### config.mk
export PLATFORM = sky130hd
export DESIGN_NAME = dcache_lsu
export DESIGN_NICKNAME = d
export VERILOG_FILES = /design/src/rtl/dcache_lsu.sv
export SDC_FILE = /design/constraint.sdc
export NUM_CORES = 1
export LEC_CHECK = 0
export BUFFER_PORTS_ARGS = -buffer_cell sky130_fd_sc_hd__clkbuf_2
export CAP_MARGIN = 25
export CORE_MARGIN = 5
export CORE_UTILIZATION = 30
export DETAILED_ROUTE_END_ITERATION = 10
export SYNTH_ARGS = -nofsm -noshare
export SYNTH_HDL_FRONTEND = slang
export SYNTH_SLANG_ARGS = --single-unit
### constraint.sdc
create_clock -name clk_i -period 2.25 [get_ports clk_i]
set_clock_uncertainty 0.15 [all_clocks]
set_input_delay 0.3375 -clock clk_i [delete_from_list [all_inputs] [get_ports clk_i]]
set_output_delay 0.3375 -clock clk_i [all_outputs]
set_load 0.02 [all_outputs]
### src/rtl/dcache_lsu.sv
// Load/store unit: turns byte-addressed byte/halfword/word requests into
// word-indexed cache accesses, with read-modify-write for sub-word stores.
module dcache_lsu #(
    parameter int ADDR_W = 8
) (
    input  logic              clk_i,
    input  logic              rst_i,
    input  logic              req_i,
    input  logic              we_i,
    input  logic [1:0]        size_i,
    input  logic              unsigned_i,
    input  logic [ADDR_W-1:0] addr_i,
    input  logic [31:0]       wdata_i,
    output logic [31:0]       rdata_o,
    output logic              ready_o,
    output logic              misalign_o,
    output logic              busy_o,
    output logic [ADDR_W-3:0] cache_addr_o,
    output logic [31:0]       cache_dato_o,
    output logic              cache_memwrite_o,
    output logic              cache_memread_o,
    input  logic [31:0]       cache_dato_i
);

    typedef enum logic [2:0] {IDLE, RD, WR, RMW_RD, RMW_WR} state_t;

    state_t      state;
    logic [1:0]  size_q;
    logic        uns_q;
    logic [1:0]  lane_q;
    logic [31:0] wdata_q;
    logic [31:0] merged_q;

    logic        misalign;
    logic [7:0]  byte_v;
    logic [15:0] half_v;
    logic [31:0] load_v;
    logic [31:0] merge_v;

    assign misalign = (size_i == 2'b11) ||
                      (size_i == 2'b01 && addr_i[0]) ||
                      (size_i == 2'b10 && addr_i[1:0] != 2'b00);

    assign byte_v = cache_dato_i[{lane_q, 3'b000} +: 8];
    assign half_v = cache_dato_i[{lane_q[1], 4'b0000} +: 16];

    always_comb begin
        case (size_q)
            2'b00:   load_v = {{24{~uns_q & byte_v[7]}}, byte_v};
            2'b01:   load_v = {{16{~uns_q & half_v[15]}}, half_v};
            default: load_v = cache_dato_i;
        endcase
    end

    always_comb begin
        merge_v = cache_dato_i;
        if (size_q == 2'b00)
            merge_v[{lane_q, 3'b000} +: 8] = wdata_q[7:0];
        else
            merge_v[{lane_q[1], 4'b0000} +: 16] = wdata_q[15:0];
    end

    // Strobes are qualified by reset so a reset landing mid-RMW never writes.
    assign cache_memread_o  = !rst_i && (state == RD || state == RMW_RD);
    assign cache_memwrite_o = !rst_i && (state == WR || state == RMW_WR);

    always_comb begin
        cache_dato_o = 32'd0;
        if (!rst_i) begin
            if (state == WR)
                cache_dato_o = wdata_q;
            else if (state == RMW_WR)
                cache_dato_o = merged_q;
        end
    end

    always_ff @(posedge clk_i) begin
        if (rst_i) begin
            state        <= IDLE;
            size_q       <= 2'b00;
            uns_q        <= 1'b0;
            lane_q       <= 2'b00;
            wdata_q      <= 32'd0;
            merged_q     <= 32'd0;
            rdata_o      <= 32'd0;
            ready_o      <= 1'b0;
            misalign_o   <= 1'b0;
            busy_o       <= 1'b0;
            cache_addr_o <= '0;
        end else begin
            ready_o    <= 1'b0;
            misalign_o <= 1'b0;
            case (state)
                IDLE: begin
                    if (req_i) begin
                        size_q  <= size_i;
                        uns_q   <= unsigned_i;
                        lane_q  <= addr_i[1:0];
                        wdata_q <= wdata_i;
                        if (misalign) begin
                            ready_o    <= 1'b1;
                            misalign_o <= 1'b1;
                        end else begin
                            busy_o       <= 1'b1;
                            cache_addr_o <= addr_i[ADDR_W-1:2];
                            if (!we_i)
                                state <= RD;
                            else if (size_i == 2'b10)
                                state <= WR;
                            else
                                state <= RMW_RD;
                        end
                    end
                end
                RD: begin
                    rdata_o <= load_v;
                    ready_o <= 1'b1;
                    busy_o  <= 1'b0;
                    state   <= IDLE;
                end
                RMW_RD: begin
                    merged_q <= merge_v;
                    state    <= RMW_WR;
                end
                WR, RMW_WR: begin
                    ready_o <= 1'b1;
                    busy_o  <= 1'b0;
                    state   <= IDLE;
                end
                default: begin
                    busy_o <= 1'b0;
                    state  <= IDLE;
                end
            endcase
        end
    end

endmodule

==> flow_metrics.py, run 1 <==
metrics = {
    "logic_synthesis": {
        "synth_area_um2": 5730,
        "yosys_warnings": 0,
        "yosys-top-cells-count": "nand2_1 (116), dfxtp_1 (113), a21oi_1 (80)",
        "synth_top_cell_area_share_pct": 39.5,
        "syn-num-nets": 772,
        "syn_avg_cell_area_um2": 8.33,
        "synthCells": 688,
        "synth_ff_type": "dfxtp_1",
        "ys_top_cells_by_area": "dfxtp_1 (39%), nand2_1 (7.6%), a21oi_1 (7.0%)",
        "yosysTopAreaCell": "dfxtp_1",
        "synth_edf_count": 0,
        "yosys.cell_count.top_type": "nand2_1",
        "ys_seq_area_share_pct": 39.5,
        "synthDistinctLibCells": 57,
        "async_reset_ff_share_pct": 0,
        "synth_seq_cells": 113,
    },
    "critical_path": {
        "critPathKind": "flop to output port",
        "cp_cell_sequence": "nor2_4, and2_4, buf_12, o21bai_4, a21oi_1, clkbuf_4",
        "crit_required_ps": 1760,
        "cp_max_fo": 17,
        "crit_start": "state[0]$_SDFFE_PP0P_",
        "startpoint_type": "flop",
        "reg2regPathDepth": 5,
        "cpMaxStageDelayCell": "dfxtp_4",
        "end_kind": "output port",
        "crit_end": "cache_dato_o[1]",
        "r2r-end": "rdata_o[27]$_SDFFE_PP0P_",
        "reg2reg_slack_ps": 230,
        "r2r_start": "state[1]$_SDFFE_PP0P_",
        "worstPathArrival_ps": 1730,
        "max_stage_delay_ps": 360,
    },
    "clocking": {
        "clkTransAtPathRegs_ps": 60,
        "clockBufferDepth": 2,
        "clock_sinks": 113,
        "clockRootBuffer": "clkbuf_16",
        "htree_num_levels": 4,
        "numCtsBuffers": 17,
        "cts_tree": "done",
        "insertion_delay_ps": 410,
    },
    "route": {
        "wl_mm": 21.2,
        "route.detailed.drc": 0,
        "drt_iter0_drc": 524,
        "wl_met2_mm": 9.54,
        "vias_per_cell": 5.25,
        "drt-pass1-iter-count": 4,
        "wl_per_cell_um": 19.1,
        "wl_met1_mm": 9.58,
        "postRouteAntennaNets": 0,
        "via_count": 5837,
        "met3_length_mm": 1.69,
        "top_layer_used": "met4",
    },
    "die": {
        "die_w_um": 148,
        "num_rows": 50,
        "die_height_um": 148,
        "floorplan.initialDensity_pct": 30.6,
        "die_area_um2": 22000,
        "io_pins": 154,
        "core_area_um2": 18800,
    },
    "sta": {
        "drv_slew": 0,
        "rsz0062_at_grt": "true",
        "hold_ws_ps": 10.7,
        "setup_viol": 0,
        "slew_headroom_pct": 68.0,
        "fmax_mhz": 450,
        "fin_crit_ps": 2220,
        "finalHoldViolations": 0,
        "period_share_pct": 98.7,
        "tightest_slew_ps": 478,
    },
    "global_route": {
        "grt_max_degree": 53,
        "overflow": 0,
        "grt_pass1_vias": 5698,
        "antenna_found_initial": 0,
        "grt_use_total_pct": 19.2,
        "grt_pass1_wl_mm": 32.7,
    },
    "final_layout": {
        "area_growth_pct": 35.2,
        "n_antenna_cell": 0,
        "layout-drive-gt1-share_pct": 31.0,
        "fin_area_um2": 7750,
        "nets": 949,
    },
    "placed_design": {
        "gp_congestion": 0.918,
        "post_dp_cell_area_um2": 6820,
        "hpwl_mm": 15.6,
        "port_buffers": 153,
    },
    "status": {
        "status": "finished clean",
    },
    "power_and_ir_drop": {
        "p_per_area_nw_per_um2": 720,
        "p_leak_nw": 3.23,
        "ir_drop_mv": 0.579,
    },
    "flow_run": {
        "maxCapViolCount": 0,
    },
    "min_path": {
        "hp-class": "input port to flop",
        "holdPathStages": 3,
    },
}
[state kept, by name, indices dropped and copies added (netlist names), 2 cells and up]
register / count
cache_addr_o: 6
lane_q: 2
merged_q: 32
rdata_o: 32
size_q: 2
state: 3
wdata_q: 32
[power by group]
part / switching (mW) / internal (mW) / total [mW]
sequential: 0.0694 / 2.08 / 2.15
clock: 0.996 / 1.66 / 2.65
combinational: 0.459 / 0.315 / 0.774
[worst min path at each step]
stage	from	end	slack (ps)
floorplan	merged_q[29]$_SDFFE_PP0P_	merged_q[29]$_SDFFE_PP0P_	280
global placement	wdata_q[28]$_SDFFE_PP0P_	wdata_q[28]$_SDFFE_PP0P_	290
detailed placement	wdata_q[24]$_SDFFE_PP0P_	wdata_q[24]$_SDFFE_PP0P_	300
CTS	wdata_i[16]	wdata_q[16]$_SDFFE_PP0P_	0.5
global route	wdata_i[13]	wdata_q[13]$_SDFFE_PP0P_	20
finish	wdata_i[16]	wdata_q[16]$_SDFFE_PP0P_	10
[routing by layer]
metal  track usage (%)  vias to the layer above
met1              26.5                     2746
met5                 0                        -
li1                  -                     2835
met3              4.94                       23
met4              5.64                        0
met2              29.7                      233
[kinds of logic (layout without fill, tap and decap cells)]
kind of cell | count (synthesis) | after routing | synth area share, %
xor gates and xnor gates | 1 | 1 | 0.153
adders and majority gates | 5 | 5 | 1.09
AOI/OAI and AO/OA | 223 | 223 | 25.1
and+or+nand+nor | 250 | 250 | 22.3
DFF | 113 | 113 | 39.5
muxes | 25 | 25 | 6.02
buffers and inverters | 71 | 261 | 5.85
[per-stage QoR]
stage	worst slack, ps	total power [mW]	std cells	utilization (%)	TNS [ps]
after floorplan	11.8	2.61	688	-	0
after global placement	255	2.92	1053	36.3	0
after detailed placement	198	2.92	1053	36.3	0
after CTS	-3.75	5.63	1113	41.3	-3.75
after global routing	-3.92	5.79	1112	41.3	-7.45
final	28.6	5.58	1112	41.3	0
[worst max-delay path: cells and delay by family, from the launching register on]
kind	cells	cell delay [ps]
compound gates	2	290
buf+inv	2	360
flops	1	360
simple gates	2	300
[repair_timing]
item / in CTS / in global routing
endpoints found under the setup margin: 33 / 25
resized for setup: 19 / 15
buffers inserted: 2 / 0
hold buffers: 25 / 0
hold endpoints to repair: 25 / 0
gates cloned: 1 / 0
pin swaps: 0 / 1
[final cells by class]
type	instances	area, µm²
Clock buffer	19	443
Clock inverter	13	138
Fill cell	1938	11000
Inverter	13	48.8
Multi-Input combinational cell	504	3180
Sequential cell	113	2270
Tap cell	234	293
Timing Repair Buffer	216	1380
[layout by cell type (no fill, tap or decap), types with 6 or more instances in the layout]
cell type	instances
a22oi_1	23
dfxtp_1	110
o21ai_0	57
nand4b_1	6
inv_1	11
clkbuf_2	139
a221o_1	16
mux2_2	16
dlygate4sd3_1	25
nand2b_1	15
buf_4	40
nand3_1	6
nor2_1	35
a221oi_1	17
mux4_2	6
clkbuf_16	17
nand2_1	116
and2_1	16
and3_1	22
a21oi_1	76
nor3_1	6
Power figures use the tool's default switching activity.
==> run 2, diff against run 1 <==
--- a/config.mk
+++ b/config.mk
@@ -9,6 +9,7 @@
 export CAP_MARGIN = 25
 export CORE_MARGIN = 5
 export CORE_UTILIZATION = 30
+export CTS_BUF_LIST = sky130_fd_sc_hd__clkbuf_8
 export DETAILED_ROUTE_END_ITERATION = 10
 export SYNTH_ARGS = -nofsm -noshare
 export SYNTH_HDL_FRONTEND = slang
==> flow_metrics.py, run 2 (synthesis gave the netlist of run 1 again) <==
metrics = {
    "critical_path": {
        "critPathKind": "flop to output port",
        "crit_required_ps": 1760,
        "worstPathArrival_ps": 1740,
        "startpoint_type": "flop",
        "r2r-end": "rdata_o[17]$_SDFFE_PP0P_",
        "reg2regPathDepth": 6,
        "cp_max_fo": 10,
        "end_kind": "output port",
        "reg2reg_slack_ps": 150,
        "r2r_start": "state[2]$_SDFFE_PP0P_",
    },
    "route": {
        "met3_length_mm": 1.74,
        "route.detailed.drc": 0,
        "top_layer_used": "met4",
        "wl_per_cell_um": 19.4,
        "vias_per_cell": 5.25,
        "drt-pass1-iter-count": 5,
        "wl_mm": 22.0,
        "via_count": 5964,
        "wl_met1_mm": 9.66,
        "wl_met2_mm": 10.1,
        "postRouteAntennaNets": 0,
        "drt_iter0_drc": 546,
    },
    "global_route": {
        "overflow": 0,
        "grt_pass1_wl_mm": 33.1,
        "grt_use_total_pct": 19.6,
        "grt_max_degree": 53,
        "grt_pass1_vias": 5776,
        "antenna_found_initial": 0,
    },
    "clocking": {
        "cts_tree": "done",
        "clock_sinks": 113,
        "clkTransAtPathRegs_ps": 70,
        "clockBufferDepth": 2,
        "clockRootBuffer": "clkbuf_8",
        "htree_num_levels": 4,
        "insertion_delay_ps": 450,
        "numCtsBuffers": 17,
    },
    "sta": {
        "tightest_slew_ps": 476,
        "rsz0062_at_grt": "true",
        "period_share_pct": 98.9,
        "fin_crit_ps": 2230,
        "tns_ps": 0,
        "fmax_mhz": 449,
        "drv_slew": 0,
        "slew_headroom_pct": 68.2,
        "finalHoldViolations": 0,
        "setup_viol": 0,
        "hold_ws_ps": 36.8,
    },
    "power_and_ir_drop": {
        "ir_drop_mv": 0.395,
        "p_per_area_nw_per_um2": 611,
        "p_leak_nw": 3.29,
    },
    "min_path": {
        "hp-class": "input port to flop",
        "holdPathStages": 2,
        "worstHoldEndpoint": "merged_q[5]$_SDFFE_PP0P_",
        "min_from": "cache_dato_i[5]",
    },
    "final_layout": {
        "n_antenna_cell": 0,
        "layout_common_cells": "clkbuf_2 (120), nand2_1 (115), dfxtp_1 (110)",
        "area_growth_pct": 39.0,
        "final_cell_count_no_fill": 1136,
        "final_common_cell": "clkbuf_2",
        "nets": 973,
        "layout-drive-gt1-share_pct": 33.0,
        "n_fill_cell": 1920,
        "reg_top3": "merged_q x32, rdata_o x32, wdata_q x32",
    },
    "flow_run": {
        "maxCapViolCount": 0,
    },
    "die": {
        "io_pins": 154,
        "num_rows": 50,
        "core_area_um2": 18800,
        "die_height_um": 148,
        "die_w_um": 148,
        "die_area_um2": 22000,
        "floorplan.initialDensity_pct": 30.6,
    },
    "placed_design": {
        "hpwl_mm": 15.6,
        "gp_congestion": 0.918,
        "port_buffers": 153,
        "dpl.cell_count": 1053,
    },
    "status": {
        "status": "finished clean",
    },
}
==> run 2: cell count changes in the layout (fill, tap and decap cells not counted), sizes merged <==
cell and change:
clkbuf -24, buf +31, o21bai +1, dlygate4sd3 +15
inv +1
==> run 2: layout make-up <==
class / count / area (µm²) / share of cell area, %
well taps: 234 / 293 / 3.67
inverters: 13 / 48.8 / 0.612
clock inverters: 14 / 141 / 1.77
clock buffers: 18 / 248 / 3.11
flip-flops and latches: 113 / 2270 / 28.5
multi-input cells: 505 / 3270 / 41.0
repair buffers: 239 / 1700 / 21.3
==> run 2: what timing repair did <==
action / CTS / global route
setup buffers: 7 / 1
endpoints found under the setup margin: 33 / 32
resized for setup: 33 / 70
pin swaps: 5 / 4
hold endpoints to repair: 40 / 0
gates cloned: 2 / 2
hold buffers: 40 / 0
==> run 2: through the flow <==
stage          utilization (%)  setup WS (ps)  power (mW)  cell area (µm²)
2_1_floorplan                -           11.8        2.61             5730
3_3_place_gp              36.3            255        2.92             6820
3_5_place_dp              36.3            198        2.92             6820
4_1_cts                   41.7          -21.2        4.91             7820
5_1_grt                   42.5          -58.1        5.07             7970
6_report                  42.5           24.6        4.87             7970
==> run 2: critical path, stage by stage (launching register included) <==
cell and delay [ps]:
dfxtp_4 370, nor2_4 120, and2_4 230, buf_12 160, a22oi_1 90, nor2_1 150
buf_4 170
==> run 2: report_power, final <==
part | internal (mW) | switching (mW)
registers | 2.08 | 0.0715
clock network | 1.01 | 0.908
logic | 0.339 | 0.470
==> run 2: how the worst max path moves through the flow <==
| stage | from | end | slack (ps) | depth (start not counted) |
|---|---|---|---|---|
| final | state[0]$_SDFFE_PP0P_ | cache_dato_o[31] | 20 | 6 |
| after global routing | state[1]$_SDFFE_PP0P_ | cache_dato_o[10] | -60 | 6 |
| after CTS | state[0]$_SDFFE_PP0P_ | cache_dato_o[3] | -20 | 6 |
| after detailed placement | state[0]$_SDFFE_PP0P_ | cache_dato_o[3] | 200 | 6 |
| after global placement | state[0]$_SDFFE_PP0P_ | cache_dato_o[2] | 250 | 6 |
| after floorplan | lane_q[1]$_SDFFE_PP0P_ | merged_q[0]$_SDFFE_PP0P_ | 10 | 7 |
==> run 2: metal layers <==
| metal | track usage, % | up-vias |
|---|---|---|
| met1 | 26.6 | 2805 |
| met2 | 30.6 | 249 |
| met3 | 4.33 | 29 |
| li1 | - | 2881 |
| met4 | 6.84 | 0 |
| met5 | 0 | - |
